--- src/rtl/dmem_responder.sv ---
// dmem_responder: wait-stated single-port data memory responder with optional per-word parity (DMEM_PARITY_EN)
// Ports: clk, reset (sync, active-high); req/we/addr/wdata/pinj request fields sampled in IDLE;
//        busy (WAIT/RESP), ack (one-cycle completion), rdata (read data), perr (parity error on read ack).
module dmem_responder #(
  parameter int DWIDTH = 4,
  parameter int AWIDTH = 4,
  parameter int WAIT   = 2
) (
  input  logic              clk,
  input  logic              reset,
  input  logic              req,
  input  logic              we,
  input  logic [AWIDTH-1:0] addr,
  input  logic [DWIDTH-1:0] wdata,
  input  logic              pinj,
  output logic              busy,
  output logic              ack,
  output logic [DWIDTH-1:0] rdata,
  output logic              perr
);
  localparam int DEPTH = 2 ** AWIDTH;
  typedef enum logic [1:0] {S_IDLE, S_WAIT, S_RESP} state_t;
  state_t            state_q;
  logic [2:0]        cnt_q;
  logic              busy_q, ack_q, we_q;
  logic [AWIDTH-1:0] addr_q;
  logic [DWIDTH-1:0] wdata_q, rdata_q;
  logic [DWIDTH-1:0] mem_q [DEPTH];
  logic              go_we;
  logic [AWIDTH-1:0] go_addr;
  // Fields of the access about to enter RESP: live inputs on the zero-wait path, latched otherwise.
  always_comb begin
    go_we   = (state_q == S_IDLE) ? we : we_q;
    go_addr = (state_q == S_IDLE) ? addr : addr_q;
  end
  assign busy  = busy_q;
  assign ack   = ack_q;
  assign rdata = rdata_q;
`ifdef DMEM_PARITY_EN
  logic             pinj_q, perr_q;
  logic [DEPTH-1:0] par_q;
  logic             go_perr;
  assign go_perr = par_q[go_addr] ^ (^mem_q[go_addr]);
  assign perr    = perr_q;
  always_ff @(posedge clk) begin
    if (reset) begin
      pinj_q <= 1'b0;
      perr_q <= 1'b0;
      par_q  <= '0;
    end else begin
      perr_q <= 1'b0;
      if (state_q == S_IDLE && req) pinj_q <= pinj;
      if (((state_q == S_IDLE && req && WAIT == 0) || (state_q == S_WAIT && cnt_q == 3'd1)) && !go_we)
        perr_q <= go_perr;
      if (state_q == S_RESP && we_q) par_q[addr_q] <= (^wdata_q) ^ pinj_q;
    end
  end
`else
  logic unused_pinj;
  assign unused_pinj = pinj;
  assign perr        = 1'b0;
`endif
  always_ff @(posedge clk) begin
    if (reset) begin
      state_q <= S_IDLE;
      cnt_q   <= 3'd0;
      busy_q  <= 1'b0;
      ack_q   <= 1'b0;
      we_q    <= 1'b0;
      addr_q  <= '0;
      wdata_q <= '0;
      rdata_q <= '0;
      for (int i = 0; i < DEPTH; i++) mem_q[i] <= '0;
    end else begin
      ack_q <= 1'b0;
      case (state_q)
        S_IDLE: if (req) begin
          we_q    <= we;
          addr_q  <= addr;
          wdata_q <= wdata;
          cnt_q   <= 3'(WAIT);
          busy_q  <= 1'b1;
          if (WAIT == 0) begin
            state_q <= S_RESP;
            ack_q   <= 1'b1;
            if (!go_we) rdata_q <= mem_q[go_addr];
          end else state_q <= S_WAIT;
        end
        S_WAIT: begin
          cnt_q <= cnt_q - 3'd1;
          if (cnt_q == 3'd1) begin
            state_q <= S_RESP;
            ack_q   <= 1'b1;
            if (!go_we) rdata_q <= mem_q[go_addr];
          end
        end
        S_RESP: begin
          state_q <= S_IDLE;
          busy_q  <= 1'b0;
          if (we_q) mem_q[addr_q] <= wdata_q;
        end
        default: state_q <= S_IDLE;
      endcase
    end
  end
endmodule

--- config.mk ---
export PLATFORM = sky130hd
export DESIGN_NAME = dmem_responder
export DESIGN_NICKNAME = d
export VERILOG_FILES = /design/src/rtl/dmem_responder.sv
export SDC_FILE = /design/constraint.sdc
export NUM_CORES = 1
export LEC_CHECK = 0
export ABC_AREA = 1
export CORE_MARGIN = 1.5
export CORE_UTILIZATION = 65
export DETAILED_ROUTE_END_ITERATION = 6
export HOLD_SLACK_MARGIN = 0.15
export PLACE_DENSITY = 0.85
export SYNTH_ARGS = -nofsm -noshare
export SYNTH_HDL_FRONTEND = slang
export SYNTH_SLANG_ARGS = --single-unit
--- constraint.sdc ---
create_clock -name clk -period 3.3 [get_ports clk]
set_input_delay 0.495 -clock clk [delete_from_list [all_inputs] [get_ports clk]]
set_output_delay 0.495 -clock clk [all_outputs]
set_load 0.05 [all_outputs]
==> metrics.txt, run 1 <==
# TYPE chip_impl_metric gauge
chip_impl_metric{name="timing_worst_slew_pin_value",unit="ns"} 0.796
chip_impl_metric{name="min_period",unit="ns"} 2.27
chip_impl_metric{name="fin_total_pwr",unit="mW"} 2.26
chip_impl_metric{name="finalHoldViolations",unit=""} 0
chip_impl_metric{name="drive_gt1_share",unit="%"} 5.99
chip_impl_metric{name="die_area",unit="um2"} 6820
chip_impl_info{name="rsz_0062_raised_after_global_routing",value="no"} 1
chip_impl_metric{name="largest_incremental_delay_on_the_critical_path",unit="ns"} 0.66
chip_impl_info{name="worstSetupPathType",value="input pin to register"} 1
chip_impl_metric{name="yosysSeqAreaShare",unit="%"} 56.4
chip_impl_metric{name="grt_first_pass_wirelength",unit="um"} 13900
chip_impl_info{name="crit_end",value="mem_q[4][1]"} 1
chip_impl_metric{name="timing.critical_path.arrival",unit="ns"} 2.32
chip_impl_metric{name="via_per_inst",unit=""} 5.62
chip_impl_metric{name="net-switching-power",unit="mW"} 0.640
chip_impl_metric{name="global_route.usage.total",unit="%"} 28.8
chip_impl_metric{name="cts-buffers-inserted",unit=""} 9
chip_impl_metric{name="clock_sink_count",unit=""} 84
chip_impl_info{name="synthFlopType",value="sky130_fd_sc_hd__edfxtp_1"} 1
chip_impl_metric{name="drc_errors",unit=""} 0
chip_impl_metric{name="num_vias",unit=""} 3235
chip_impl_metric{name="place.port_buffers",unit=""} 17
chip_impl_metric{name="core",unit="um2"} 6030
chip_impl_metric{name="post_synth_instance_area",unit="um2"} 4120
chip_impl_info{name="launching_point_of_the_worst_reg2reg_path",value="state_q[0]"} 1
chip_impl_metric{name="grt_max_degree",unit=""} 28
chip_impl_metric{name="synthesis_warnings",unit=""} 0
chip_impl_metric{name="synth_edf_count",unit=""} 64
chip_impl_metric{name="cts-htree-levels",unit=""} 3
chip_impl_metric{name="first_drt_iteration_drcs",unit=""} 198
chip_impl_metric{name="rows",unit=""} 28
chip_impl_metric{name="worst_skew_pair.late_latency",unit="ns"} 0.36
chip_impl_metric{name="antenna_found_initial",unit=""} 0
chip_impl_info{name="crit_slowest_cell",value="sky130_fd_sc_hd__nor3_1"} 1
chip_impl_metric{name="fin_worst_skew",unit="ns"} 0.0105
chip_impl_metric{name="worst_slew_margin_rel",unit="%"} 46.5
chip_impl_metric{name="synth_top_area_share",unit="%"} 46.7
chip_impl_metric{name="cap_violations",unit=""} 0
chip_impl_info{name="critical_path_start",value="reset"} 1
chip_impl_metric{name="fp.dieW",unit="um"} 82.6
chip_impl_metric{name="rd_place_congestion",unit=""} 0.880
chip_impl_metric{name="max-vdd-ir-drop",unit="mV"} 0.342
chip_impl_metric{name="required",unit="ns"} 3.35
chip_impl_metric{name="floorplan.io_pins",unit=""} 20
chip_impl_metric{name="syn_inst",unit=""} 483
chip_impl_metric{name="areal_power_density_over_the_cells",unit="nW/um2"} 505
chip_impl_metric{name="overflow_left_after_global_routing",unit=""} 0
chip_impl_metric{name="post_cts_buffers",unit=""} 0
chip_impl_metric{name="reg2regPathDepth",unit=""} 5
chip_impl_metric{name="postSynth.asyncResetShare",unit="%"} 0
chip_impl_metric{name="wirelength",unit="um"} 8740
chip_impl_metric{name="syn-num-nets",unit=""} 498
chip_impl_metric{name="worstPathMaxFanout",unit=""} 5
chip_impl_metric{name="rrSetupSlack",unit="ns"} 1.21
chip_impl_info{name="status",value="completed"} 1
chip_impl_metric{name="setup_viol",unit=""} 0
chip_impl_metric{name="final.period_utilization",unit="%"} 68.7
chip_impl_metric{name="sw_frac_of_total",unit="%"} 28.3
chip_impl_metric{name="total_leakage_power",unit="nW"} 1.89
chip_impl_metric{name="power_report.internal_total",unit="mW"} 1.62
chip_impl_metric{name="floorplan.initialDensity",unit="%"} 68.3
chip_impl_metric{name="post_cts_hold_buffer_count",unit=""} 0
chip_impl_metric{name="fin_setup_tns",unit="ns"} 0
chip_impl_info{name="tritoncts",value="built"} 1
chip_impl_info{name="synth_top_area_cells",value="sky130_fd_sc_hd__edfxtp_1 (47%), sky130_fd_sc_hd__nand3_1 (10%), sky130_fd_sc_hd__dfxtp_1 (9.7%), sky130_fd_sc_hd__nand2_1 (7.9%), sky130_fd_sc_hd__inv_1 (7.6%)"} 1
chip_impl_metric{name="cts-root-to-sink-buffers",unit=""} 2
chip_impl_metric{name="avgRoutedWirePerCell",unit="um"} 15.2
chip_impl_metric{name="fmaxAchievable",unit="MHz"} 441
chip_impl_metric{name="ant_nets",unit=""} 0
chip_impl_metric{name="grt_pass1_vias",unit=""} 3075
chip_impl_metric{name="ys_ff_latch",unit=""} 84
chip_impl_metric{name="detailedRoute.firstPassIterationCount",unit=""} 4
chip_impl_info{name="most_frequent_cell_after_synthesis",value="sky130_fd_sc_hd__nand2_1"} 1
chip_impl_info{name="root_buffer_selected_by_cts",value="sky130_fd_sc_hd__clkbuf_8"} 1
chip_impl_metric{name="post_synthesis_area_per_instance",unit="um2"} 8.53
chip_impl_info{name="synth.top_cells.by_count",value="sky130_fd_sc_hd__nand2_1 (87), sky130_fd_sc_hd__inv_1 (83), sky130_fd_sc_hd__nand3_1 (83)"} 1
chip_impl_metric{name="power.share.combinational",unit="%"} 15.5
chip_impl_metric{name="clock_power_share",unit="%"} 31.6
chip_impl_info{name="crit-reg2reg-capture",value="mem_q[4][1]"} 1
chip_impl_info{name="timing.critical_path.mode_cell",value="sky130_fd_sc_hd__nand2_1"} 1
chip_impl_info{name="synthDominantAreaCellType",value="sky130_fd_sc_hd__edfxtp_1"} 1
chip_impl_metric{name="cts_repair_resize_count",unit=""} 0
chip_impl_metric{name="worst_setup_hold_path_clk_slew",unit="ns"} 0.09
chip_impl_metric{name="finalNetCount",unit=""} 512
chip_impl_metric{name="area_growth",unit="%"} 8.81
chip_impl_info{name="worst_setup_path_end_kind",value="register"} 1
chip_impl_metric{name="die_h",unit="um"} 82.6
chip_impl_info{name="setup.worst_path.start_class",value="input pin"} 1
chip_impl_metric{name="final_core_util",unit="%"} 74.4
chip_impl_metric{name="p_seq_share",unit="%"} 52.9
chip_impl_metric{name="diodes",unit=""} 0
chip_impl_metric{name="post_synth_num_cell_types",unit=""} 25
chip_impl_info{name="path_cells",value="clkdlybuf4s50_1 -> clkinv_1 -> nand4_1 -> nor3_1 -> nand2_1 -> nand2_1"} 1
chip_impl_metric{name="finalMaxSlewViolations",unit=""} 0
chip_impl_info{name="hp-class",value="register to register"} 1
chip_impl_metric{name="detailedPlacementHpwl",unit="um"} 5650
cell families after synthesis:
family | Yosys count | synth area share [%]
compound gates | 29 | 4.38
buf+inv | 106 | 10.9
simple gates | 261 | 27.7
fa+ha+maj | 2 | 0.608
other cells | 1 | 0.0911
flops | 84 | 56.4
area by class of cell:
cell class / instances / area (um2)
Clock inverter: 6 / 66.3
Clock buffer: 9 / 124
Inverter: 89 / 334
Timing Repair Buffer: 20 / 193
Tap cell: 75 / 93.8
Fill cell: 436 / 1550
Multi-Input combinational cell: 293 / 1350
Sequential cell: 84 / 2320
critical path: cells and delay by family:
family	cells	cell delay, ns
buf+inv	2	0.50
simple gates	4	1.33
sequential cells by signal, indices dropped and copies added (netlist names):
register / flops
wdata_q: 4
cnt_q: 3
addr_q: 4
mem_q: 64
we_q: 1
state_q: 2
busy: 1
rdata: 4
ack: 1
worst min path at each step:
stage / startpoint / end / slack, ns / depth (start not counted)
6_report: busy / busy / 0.49 / 2
5_1_grt: busy / busy / 0.51 / 2
4_1_cts: cnt_q[2] / cnt_q[2] / 0.49 / 2
3_5_place_dp: busy / busy / 0.48 / 2
3_3_place_gp: busy / busy / 0.46 / 2
2_1_floorplan: cnt_q[2] / cnt_q[2] / 0.45 / 2
cells in the final DEF (no fill, tap or decap), drive strengths merged, types with 9 or more instances in the layout:
master | Yosys | routed
clkdlybuf4s50 | 0 | 17
o21ai | 12 | 12
inv | 84 | 84
dfxtp | 20 | 20
clkbuf | 6 | 9
edfxtp | 64 | 64
nand3 | 83 | 83
nor2 | 78 | 78
nand2 | 95 | 95
metrics by stage:
step	cells	cell area (um2)	worst slack, ns	hold WS, ns
6_report	576	4480	1.03	0.490
3_3_place_gp	561	4290	0.825	0.463
3_5_place_dp	561	4290	0.727	0.477
5_1_grt	576	4480	0.934	0.507
2_1_floorplan	483	4120	1.46	0.453
4_1_cts	576	4480	1.08	0.492
power by group through the flow:
stage / combinational (mW) / clock [mW] / sequential, mW
after detailed placement: 0.340 / 0 / 1.22
after global routing: 0.389 / 0.757 / 1.20
after floorplan: 0.255 / 0 / 1.23
after global placement: 0.328 / 0 / 1.22
final: 0.351 / 0.715 / 1.20
after CTS: 0.345 / 0.712 / 1.20
per-layer routing:
layer | vias to the layer above | part of all wire (%) | track usage, %
met5 | - | 0 | 0
met4 | 0 | 2.9 | 13.7
met2 | 158 | 51 | 48.5
li1 | 1573 | - | -
met3 | 28 | 8.3 | 6.37
met1 | 1476 | 38 | 35.2
Note: power is estimated with default switching activity, not from simulation.
==> inputs of run 2 (changes only) <==
Settings changed: CORE_UTILIZATION 65 to 60, PLACE_DENSITY 0.85 to 0.79.
Clock period 3.3 ns to 2.1 ns, I/O delays scaled along.
==> run 2 against run 1 <==
  * Worst setup slack got worse by 0.91 ns
  * Count of clock-buffer cells in the layout rose by 2
  * Highest routed layer unchanged
  * Power rose by 65%
  * Critical path depth rose by 3
  * Die area rose by 8.0%
  * Worst hold slack improved by 0.0067 ns
==> metrics.txt, run 2 (synthesis gave the netlist of run 1 again) <==
# TYPE chip_impl_metric gauge
chip_impl_metric{name="antenna_found_initial",unit=""} 0
chip_impl_metric{name="rd_place_congestion",unit=""} 0.806
chip_impl_metric{name="die_area",unit="um2"} 7370
chip_impl_info{name="whs_endpoint",value="busy"} 1
chip_impl_info{name="crit-reg2reg-capture",value="rdata[3]"} 1
chip_impl_metric{name="cap_violations",unit=""} 0
chip_impl_metric{name="setup_viol",unit=""} 0
chip_impl_metric{name="worst_slew_margin_rel",unit="%"} 52.6
chip_impl_metric{name="detailedPlacementHpwl",unit="um"} 6300
chip_impl_metric{name="fp.dieW",unit="um"} 85.8
chip_impl_metric{name="cts-buffers-inserted",unit=""} 9
chip_impl_info{name="tritoncts",value="built"} 1
chip_impl_metric{name="cts_repair_resize_count",unit=""} 0
chip_impl_metric{name="post_cts_buffers",unit=""} 0
chip_impl_metric{name="worstPathMaxFanout",unit=""} 16
chip_impl_metric{name="grt_max_degree",unit=""} 28
chip_impl_metric{name="total_leakage_power",unit="nW"} 2.04
chip_impl_metric{name="floorplan.initialDensity",unit="%"} 61.3
chip_impl_metric{name="cts-htree-levels",unit=""} 3
chip_impl_metric{name="final.fill_count",unit=""} 499
chip_impl_metric{name="grt_first_pass_wirelength",unit="um"} 14500
chip_impl_metric{name="timing_worst_slew_pin_value",unit="ns"} 0.710
chip_impl_metric{name="global_route.usage.total",unit="%"} 26.7
chip_impl_metric{name="drive_gt1_share",unit="%"} 11.0
chip_impl_metric{name="detailedRoute.firstPassIterationCount",unit=""} 5
chip_impl_info{name="highest_count_cells_in_the_layout_ignoring_fill_and_taps",value="sky130_fd_sc_hd__nand2_1 (87), sky130_fd_sc_hd__inv_1 (83), sky130_fd_sc_hd__nand3_1 (83), sky130_fd_sc_hd__nor2_1 (77), sky130_fd_sc_hd__edfxtp_1 (64)"} 1
chip_impl_metric{name="worstHoldPathCells",unit=""} 2
chip_impl_info{name="hp-class",value="register to register"} 1
chip_impl_metric{name="min_period",unit="ns"} 1.98
chip_impl_metric{name="overflow_left_after_global_routing",unit=""} 0
chip_impl_metric{name="largest_register_ff_count",unit=""} 64
chip_impl_metric{name="num_vias",unit=""} 3323
chip_impl_metric{name="die_h",unit="um"} 85.8
chip_impl_metric{name="final_core_util",unit="%"} 70.4
chip_impl_metric{name="drc_errors",unit=""} 0
chip_impl_info{name="setup.worst_path.start_class",value="register"} 1
chip_impl_metric{name="postLayoutSetupSlackWorst",unit="ns"} 0.124
chip_impl_metric{name="first_drt_iteration_drcs",unit=""} 310
chip_impl_metric{name="fin_setup_tns",unit="ns"} 0
chip_impl_metric{name="finalMaxSlewViolations",unit=""} 0
chip_impl_metric{name="wirelength",unit="um"} 9180
chip_impl_metric{name="diodes",unit=""} 0
chip_impl_info{name="timing.hold.worst.start",value="busy"} 1
chip_impl_info{name="status",value="completed"} 1
chip_impl_metric{name="floorplan.io_pins",unit=""} 20
chip_impl_metric{name="fmaxAchievable",unit="MHz"} 506
chip_impl_metric{name="clock_sink_count",unit=""} 84
chip_impl_metric{name="worst_skew_pair.late_latency",unit="ns"} 0.36
chip_impl_metric{name="timing.critical_path.arrival",unit="ns"} 2.29
chip_impl_metric{name="multiInputGateArea",unit="um2"} 1350
chip_impl_metric{name="rrSetupSlack",unit="ns"} 0.12
chip_impl_metric{name="placed_cells",unit=""} 592
chip_impl_metric{name="post_cts_hold_buffer_count",unit=""} 0
chip_impl_metric{name="reg2regPathDepth",unit=""} 9
chip_impl_metric{name="core",unit="um2"} 6720
chip_impl_metric{name="rows",unit=""} 30
chip_impl_metric{name="place.port_buffers",unit=""} 17
chip_impl_metric{name="area_growth",unit="%"} 14.9
chip_impl_metric{name="areal_power_density_over_the_cells",unit="nW/um2"} 791
chip_impl_metric{name="grt_pass1_vias",unit=""} 3069
chip_impl_metric{name="finalNetCount",unit=""} 538
chip_impl_metric{name="worst_setup_hold_path_clk_slew",unit="ns"} 0.08
chip_impl_metric{name="area.sequential",unit="um2"} 2320
chip_impl_metric{name="post_layout_nonfiller_instances",unit=""} 608
chip_impl_metric{name="via_per_inst",unit=""} 5.47
chip_impl_info{name="max_flop_register",value="mem_q"} 1
chip_impl_metric{name="avgRoutedWirePerCell",unit="um"} 15.1
chip_impl_metric{name="fin_worst_skew",unit="ns"} 0.0101
chip_impl_info{name="launching_point_of_the_worst_reg2reg_path",value="state_q[1]"} 1
chip_impl_metric{name="cts-root-to-sink-buffers",unit=""} 2
chip_impl_info{name="root_buffer_selected_by_cts",value="sky130_fd_sc_hd__clkbuf_8"} 1
chip_impl_metric{name="finalHoldViolations",unit=""} 0
chip_impl_metric{name="max-vdd-ir-drop",unit="mV"} 0.562
chip_impl_metric{name="required",unit="ns"} 2.41
chip_impl_metric{name="pre_cts_slack",unit="ns"} -0.0112
chip_impl_info{name="worst_setup_path_end_kind",value="register"} 1
chip_impl_metric{name="ant_nets",unit=""} 0
chip_impl_metric{name="final.period_utilization",unit="%"} 94.1
chip_impl_info{name="rsz_0062_raised_after_global_routing",value="no"} 1
chip_impl_info{name="worstSetupPathType",value="register to register"} 1
chip_impl_info{name="commonest_non_fill_non_tap_cell_in_the_layout",value="sky130_fd_sc_hd__nand2_1"} 1
-- run 2: cell types whose count changed in the layout (fill, tap and decap cells not counted), sizes merged --
cell      change
buf          +26
clkbuf        +2
clkinv        -1
clkinvlp      -1
inv           +1
-- run 2: worst max path at each step --
| stage | start | endpoint | slack [ns] | depth (start not counted) |
|---|---|---|---|---|
| after floorplan | reset | mem_q[10][0] | 0.44 | 6 |
| after detailed placement | addr[1] | rdata[3] | -0.01 | 8 |
| final | state_q[1] | rdata[3] | 0.12 | 9 |
| after global placement | addr[1] | rdata[0] | 0.04 | 8 |
| after CTS | state_q[1] | rdata[3] | 0.21 | 9 |
| after global routing | state_q[1] | rdata[3] | 0.05 | 9 |
-- run 2: worst max-delay path: stages (launching register included) --
cell and delay, ns:
sky130_fd_sc_hd__dfxtp_1 0.35, sky130_fd_sc_hd__inv_1 0.15, sky130_fd_sc_hd__nand2_4 0.09, sky130_fd_sc_hd__o21ai_2 0.57, sky130_fd_sc_hd__nand3_1 0.26, sky130_fd_sc_hd__nand3_1 0.18
sky130_fd_sc_hd__nand3_1 0.11, sky130_fd_sc_hd__nand3_1 0.11, sky130_fd_sc_hd__nand2_1 0.05, sky130_fd_sc_hd__inv_1 0.04
-- run 2: layer usage --
| metal | up-vias | global-route usage, % | share of wire [%] |
|---|---|---|---|
| met5 | - | 0 | 0 |
| met4 | 0 | 12.0 | 2.8 |
| met3 | 24 | 5.49 | 6.7 |
| met2 | 132 | 44.9 | 50 |
| met1 | 1550 | 33.5 | 41 |
| li1 | 1617 | - | - |
-- run 2: final cells by class --
cell class | instances | share of cell area (%)
Sequential cell | 84 | 49.1
Multi-Input combinational cell | 293 | 28.5
Timing Repair Buffer | 46 | 8.20
Inverter | 89 | 7.06
Clock buffer | 11 | 3.68
Tap cell | 80 | 2.12
Clock inverter | 5 | 1.35
-- run 2: through the flow --
| step | cell area, um2 | power (mW) | hold WS [ns] |
|---|---|---|---|
| floorplan | 4120 | 2.33 | 0.453 |
| global placement | 4490 | 2.45 | 0.464 |
| detailed placement | 4490 | 2.47 | 0.484 |
| CTS | 4730 | 3.74 | 0.496 |
| global route | 4730 | 3.89 | 0.516 |
| finish | 4730 | 3.74 | 0.496 |
-- run 2: power breakdown --
group | leakage [nW] | switching [mW] | internal, mW
sequential | 0.826 | 0.0321 | 1.85
clock | 0.116 | 0.594 | 0.702
combinational | 1.10 | 0.398 | 0.164
total | 2.04 | 1.02 | 2.71
